## src/rtl/gate_sweep_pkg.sv

```systemverilog
// Shared encodings for the gate sweep checker: reference-function modes and FSM states.
package gate_sweep_pkg;

    localparam logic [1:0] MODE_AND = 2'b00;
    localparam logic [1:0] MODE_OR  = 2'b01;
    localparam logic [1:0] MODE_XOR = 2'b10;
    localparam logic [1:0] MODE_NOR = 2'b11;

    typedef enum logic [1:0] {
        ST_IDLE  = 2'd0,
        ST_APPLY = 2'd1,
        ST_DONE  = 2'd2
    } state_e;

endpackage

```

## src/rtl/gate_sweep_ref.sv

```systemverilog
// Combinational reference model for N-input reduction gates (AND/OR/XOR/NOR).
module gate_sweep_ref
    import gate_sweep_pkg::*;
#(
    parameter int unsigned N_INPUTS = 5
) (
    input  logic [N_INPUTS-1:0] vec_i,
    input  logic [1:0]          mode_i,
    output logic                expected_o
);

    always_comb begin
        expected_o = 1'b0;
        case (mode_i)
            MODE_AND: expected_o = &vec_i;
            MODE_OR:  expected_o = |vec_i;
            MODE_XOR: expected_o = ^vec_i;
            MODE_NOR: expected_o = ~|vec_i;
            default:  expected_o = 1'b0;
        endcase
    end

endmodule

```

## config.mk

```make
export PLATFORM = sky130hd
export DESIGN_NAME = gate_sweep_ref
export DESIGN_NICKNAME = d
export VERILOG_FILES = /design/src/rtl/gate_sweep_pkg.sv /design/src/rtl/gate_sweep_ref.sv
export SDC_FILE = /design/constraint.sdc
export NUM_CORES = 1
export LEC_CHECK = 0
export ABC_AREA = 1
export ABC_CLOCK_PERIOD_IN_PS = 4300
export CORE_AREA = 4 4 41 43
export DETAILED_ROUTE_END_ITERATION = 6
export DIE_AREA = 0 0 45 47
export RECOVER_POWER = 25
export SLEW_MARGIN = 10
export SYNTH_ARGS = -nofsm -noshare
export SYNTH_HDL_FRONTEND = slang
export SYNTH_SLANG_ARGS = --single-unit
```

## constraint.sdc

```tcl
create_clock -name vclk -period 4.3
set_input_delay 1.29 -clock vclk [all_inputs]
set_output_delay 1.29 -clock vclk [all_outputs]
set_load 0.02 [all_outputs]
```

==> results of run 1 <==
worst max path at each step:
| stage | to | from | slack [ns] | depth (start not counted) |
|---|---|---|---|---|
| after floorplan | expected_o | vec_i[0] | 1.03 | 8 |
| after global placement | expected_o | vec_i[0] | -0.04 | 10 |
| after detailed placement | expected_o | vec_i[2] | -0.03 | 9 |
| after CTS | expected_o | vec_i[2] | 0.23 | 9 |
| after global routing | expected_o | vec_i[0] | 0.08 | 10 |
| final | expected_o | vec_i[2] | 0.25 | 9 |
stage by stage:
step	util (%)	cells	hold slack, ns
floorplan	-	27	2.78
global placement	20.9	52	3.72
detailed placement	20.9	52	3.71
CTS	20.8	52	3.50
global route	20.8	52	3.56
finish	20.8	52	3.49
metal layers:
layer	up-vias	routed length (µm)	global-route usage [%]	part of all wire [%]
li1	102	-	-	-
met1	70	133	5.17	41
met2	4	163	6.50	50
met3	0	27	0	8.3
met4	0	0	0	0
met5	-	0	0	0
kinds of logic after synthesis:
| logic type | share of synthesized area (%) |
|---|---|
| buffers and inverters | 21.4 |
| and+or+nand+nor | 46.8 |
| adders and majority gates | 31.7 |
critical path, delay by kind of cell:
family	cells	cell delay, ns
adders and majority gates	1	0.29
and+or+nand+nor	4	0.27
buffers and inverters	4	0.92
placed cells by master, fill, tap and decap left out:
master,Yosys,routed
nand3_1,2,2
nor2_1,1,1
ha_1,4,4
nand3_2,2,2
clkdlybuf4s50_1,0,7
buf_4,0,2
dlygate4sd2_1,0,1
inv_1,8,8
nand3b_1,1,1
inv_2,1,1
nand2_1,7,7
nand4_1,1,1
where the power goes:
group          leakage [nW]  internal (W)  switching, W   total, W
registers                 0             0             0          0
logic                 0.159     0.0000121    0.00000995  0.0000220
clock network             0             0             0          0
total                 0.159     0.0000121    0.00000995  0.0000220
timing repair:
action	in CTS	in global routing
endpoints found under the setup margin	1	0
buffers inserted	0	0
gates resized for setup	1	0
hold endpoints to repair	0	0
cell usage after synthesis:
| library cell | n | area share (%) |
|---|---|---|
| nand3_1 | 2 | 6.3 |
| inv_2 | 1 | 2.4 |
| nand3b_1 | 1 | 4.8 |
| ha_1 | 4 | 32 |
| inv_1 | 8 | 19 |
| nand2_1 | 7 | 17 |
| nor2_1 | 1 | 2.4 |
| nand3_2 | 2 | 13 |
| nand4_1 | 1 | 4.0 |
area by class of cell:
cell class / instances / area [µm²]
Fill cell: 151 / 1030
Inverter: 9 / 33.8
Multi-Input combinational cell: 18 / 124
Tap cell: 15 / 18.8
Timing Repair Buffer: 10 / 93.8
==> summary.md, run 1 <==
| Metric | Value |
|---|---|
| Setup TNS | 0 ns |
| Overflow after GRT | 0 |
| Final Critical Period | 4.05 ns |
| Max Slew Vio Count | 0 |
| Die footprint | 2120 µm² |
| Hold Vio Cnt, Final | 0 |
| Status | finished, final reports clean |
| Initial Util | 12.1% |
| Lkg Pwr | 0.159 nW |
| Setup ws final | 0.247 ns |
| Share of layout cells above drive strength 1 | 13.5% |
| Synth warn | 0 |
| Slew @ Worst Pin | 0.212 ns |
| Syn_area_per_cell | 5.84 µm² |
| Final setup vio count | 0 |
| Required @ worst endpoint | 3.01 ns |
| Drt drc | 0 |
| Port bufs | 8 |
| Fmax | 247 MHz |
| Mapped cell area | 158 µm² |
| Final wirelength | 325 µm |
| Largest net degree at the start of global routing | 5 |
| First DRT Iteration DRCs | 1 |
| RSZ-0062 raised after global routing | no |
| WP data arrival | 2.76 ns |
| Slowest CP cell | clkdlybuf4s50_1 |
| Post-synthesis sequential area ratio | 0% |
| First-pass GRT wire length | 627 µm |
| Vias in the first global route | 174 |
| Post-Place Worst Slack | -0.0343 ns |
| I/O pin count | 8 |
| Antenna Cells | 0 |
| Initial antenna violation count | 0 |
| Synth Net Count | 38 |
| Fin area | 270 µm² |
| Core footprint | 1300 µm² |
| Setup CP Type | in -> out |
| Fin crit share | 94.3% |
| First-pass detailed-route iteration total | 3 |
| Synth cell types | 9 |
| Cell Area, Placed | 272 µm² |
| DP Wirelength | 296 µm |
| Sequence of cells on the critical path | clkdlybuf4s50_1 -> inv_1 -> ha_1 -> inv_1 -> nand2_1 -> nand3_1 -> nand3_1 -> nand3_2 -> dlygate4sd2_1 |
| Cell Pwr Density | 81.5 nW/µm² |
| Via density | 3.38 |
| Num rows | 13 |
| Crit path largest cell delay | 0.48 ns |
| Hold-critical path depth | 4 |
| Layout Area Growth over Synthesis | 71.4% |
| # hold bufs at CTS | 0 |
| Mapped Cells | 27 |
| Overall power | 0.0000220 W |
| CP endpoint kind | output pin |
| DIE HEIGHT | 47 µm |
| Worst Hold Launch | mode_i[1] |
| WL per Instance | 6.25 µm |
| VDD IR max | 0.0177 mV |
| Hold/Removal Path Class | in -> out |
| Total GRT Usage | 3.62% |
| Critical Path Source Type | input port |
| Maxcap violations | 0 |
| Antenna Nets Post-Route | 0 |
| Hold Path End | expected_o |
| GPL Wtd Cong | 0.729 |
| Crit path max fanout | 2 |
| Nets@finish | 50 |
| Via count | 176 |
| Max_slew headroom | 85.9% |
| Register area | 0 µm² |
| Die Wd | 45 µm |
| Clkbuf count | 0 |
| Seq_cells | 0 |
Power figures use the tool's default switching activity.
==> inputs of run 2 (changes only) <==
--- a/config.mk
+++ b/config.mk
@@ -10,7 +10,7 @@
 export CORE_AREA = 4 4 41 43
 export DETAILED_ROUTE_END_ITERATION = 6
 export DIE_AREA = 0 0 45 47
-export RECOVER_POWER = 25
+export RECOVER_POWER = 100
 export SLEW_MARGIN = 10
 export SYNTH_ARGS = -nofsm -noshare
 export SYNTH_HDL_FRONTEND = slang
==> results of run 2 <==
No change in the layout: final DEF, timing and power equal those of run 1.
==> inputs of run 3 (changes only) <==
--- a/config.mk
+++ b/config.mk
@@ -7,9 +7,12 @@
 export LEC_CHECK = 0
 export ABC_AREA = 1
 export ABC_CLOCK_PERIOD_IN_PS = 4300
+export CAP_MARGIN = 20
 export CORE_AREA = 4 4 41 43
 export DETAILED_ROUTE_END_ITERATION = 6
 export DIE_AREA = 0 0 45 47
+export GPL_ROUTABILITY_DRIVEN = 0
+export PLACE_DENSITY_LB_ADDON = 0.2
 export RECOVER_POWER = 100
 export SLEW_MARGIN = 10
 export SYNTH_ARGS = -nofsm -noshare
==> run 3 against run 2 <==
Compared with the run above: worst hold slack lost 0.0021 ns; sequential cell count unchanged; fmax up 0.15%; power shrank 0.65%; count of clock-buffer cells in the layout unchanged; sequential share of layout area did not move; critical path depth grew 1; routed wire length fell by 2.5%; final area is the same; non-clock buffer count did not move; first-iteration DRC count did not move; critical endpoint unchanged; highest routed layer unchanged.
==> summary.md, run 3 (synthesized netlist as in run 1, its figures left out) <==
| Metric | Value |
|---|---|
| Required @ worst endpoint | 3.01 ns (about the same) |
| Largest net degree at the start of global routing | 5 (unchanged) |
| Fin crit share | 94.1% (-0.14 points) |
| Fin area | 270 µm² (unchanged) |
| Lkg Pwr | 0.159 nW (unchanged) |
| Critical path's top delay family | buffers and inverters |
| Cell Pwr Density | 81.0 nW/µm² (-0.65%) |
| First DRT Iteration DRCs | 1 (unchanged) |
| I/O pin count | 8 (unchanged) |
| Initial Util | 12.1% (unchanged) |
| Core footprint | 1300 µm² (unchanged) |
| DP Cell Count | 52 (unchanged) |
| Nets@finish | 50 (unchanged) |
| Setup TNS | 0 ns (unchanged) |
| # hold bufs at CTS | 0 (unchanged) |
| Finished Layout Cells | 52 (unchanged) |
| Die Wd | 45 µm (unchanged) |
| Slowest CP cell | clkdlybuf4s50_1 |
| Final Critical Period | 4.05 ns (-0.00595 ns) |
| Antenna Nets Post-Route | 0 (unchanged) |
| Port bufs | 8 (unchanged) |
| Layout Area Growth over Synthesis | 71.4% (unchanged) |
| Antenna Cells | 0 (unchanged) |
| Register area | 0 µm² (unchanged) |
| WP buf/inv | 4 (unchanged) |
| WP data arrival | 2.76 ns (about the same) |
| Hold Vio Cnt, Final | 0 (unchanged) |
| Most Frequent Cell on Critical Path | nand2_1 |
| First-pass GRT wire length | 579 µm (-7.7%) |
| WL per Instance | 6.10 µm (-2.5%) |
| Crit path largest cell delay | 0.47 ns (about the same) |
| Clkbuf count | 0 (unchanged) |
| Share of layout cells above drive strength 1 | 13.5% (unchanged) |
| DP Wirelength | 304 µm (+2.6%) |
| Final setup vio count | 0 (unchanged) |
| FILL cells | 162 (+7.3%) |
| Post-Place Worst Slack | -0.0389 ns (-0.00463 ns) |
| Hold/Removal Path Class | in -> out |
| Via density | 3.38 (unchanged) |
| Seq_cells | 0 (unchanged) |
| Max_slew headroom | 86.1% (+0.16 points) |
| Status | finished, final reports clean |
| Drt drc | 0 (unchanged) |
| Crit path max fanout | 2 (unchanged) |
| Setup ws final | 0.253 ns (+0.00595 ns) |
| Final wirelength | 317 µm (-2.5%) |
| Vias in the first global route | 164 (-5.7%) |
| Total GRT Usage | 3.38% (-0.24 points) |
| Post-CTS Setup Inserts | 0 (unchanged) |
| Slew @ Worst Pin | 0.210 ns (-0.00237 ns) |
| First-pass detailed-route iteration total | 2 (-1) |
| Final core utilization | 20.8% (unchanged) |
| Fmax | 247 MHz (+0.15%) |
| DIE HEIGHT | 47 µm (unchanged) |
| Maxcap violations | 0 (unchanged) |
| Sequence of cells on the critical path | clkdlybuf4s50_1 -> inv_1 -> ha_1 -> inv_1 -> nand2_1 -> nand2_1 -> nand2_1 -> nand3_1 -> nand3_2 -> dlygate4sd2_1 |
| Overflow after GRT | 0 (unchanged) |
| Die footprint | 2120 µm² (unchanged) |
| Critical Path Source Type | input port |
| VDD IR max | 0.0191 mV (+8.1%) |
| Via count | 176 (unchanged) |
| Cell Area, Placed | 272 µm² (unchanged) |
| Area of the multi-input gates | 124 µm² (unchanged) |
| Commonest non-fill, non-tap cell in the layout | inv_1 |
| Most frequent cells in the layout | 8 x inv_1, 7 x nand2_1, 7 x clkdlybuf4s50_1 |
| Max Slew Vio Count | 0 (unchanged) |
| Initial antenna violation count | 0 (unchanged) |
| Num rows | 13 (unchanged) |
| Setup CP Type | in -> out |
| RSZ-0062 raised after global routing | no |
| CP endpoint kind | output pin |
[run 3: cell counts in the layout (fill, tap and decap cells not counted)]
No cell type changed its count.
[run 3: layout make-up]
| cell class | count | share of cell area [%] |
|---|---|---|
| Tap cell | 15 | 6.94 |
| Inverter | 9 | 12.5 |
| Timing Repair Buffer | 10 | 34.7 |
| Multi-Input combinational cell | 18 | 45.8 |
[run 3: metrics by stage]
stage	hold slack (ns)	power [W]
2_1_floorplan	2.78	0.0000108
3_3_place_gp	3.72	0.0000233
3_5_place_dp	3.71	0.0000231
4_1_cts	3.50	0.0000225
5_1_grt	3.55	0.0000257
6_report	3.48	0.0000219
[run 3: repair_timing]
item	in CTS	in global routing
endpoints found under the setup margin	1	0
endpoints found under the hold margin	0	0
gates resized for setup	1	0
[run 3: power by group]
| group | internal (W) | total [W] | switching (W) |
|---|---|---|---|
| Clock | 0 | 0 | 0 |
| Combinational | 0.0000121 | 0.0000219 | 0.00000979 |
| Sequential | 0 | 0 | 0 |
| Total | 0.0000121 | 0.0000219 | 0.00000979 |
[run 3: final timing paths]
| kind | to | cells past startpoint | start | slack (ns) |
|---|---|---|---|---|
| min | expected_o | 4 | mode_i[1] | 3.48 |
| max | expected_o | 10 | vec_i[0] | 0.25 |
[run 3: per-layer routing]
| layer | vias up | track usage (%) | wire length (µm) |
|---|---|---|---|
| met5 | - | 0 | 0 |
| met1 | 70 | 4.72 | 156 |
| met2 | 5 | 6.21 | 131 |
| li1 | 101 | - | - |
| met4 | 0 | 0 | 0 |
| met3 | 0 | 0 | 29 |
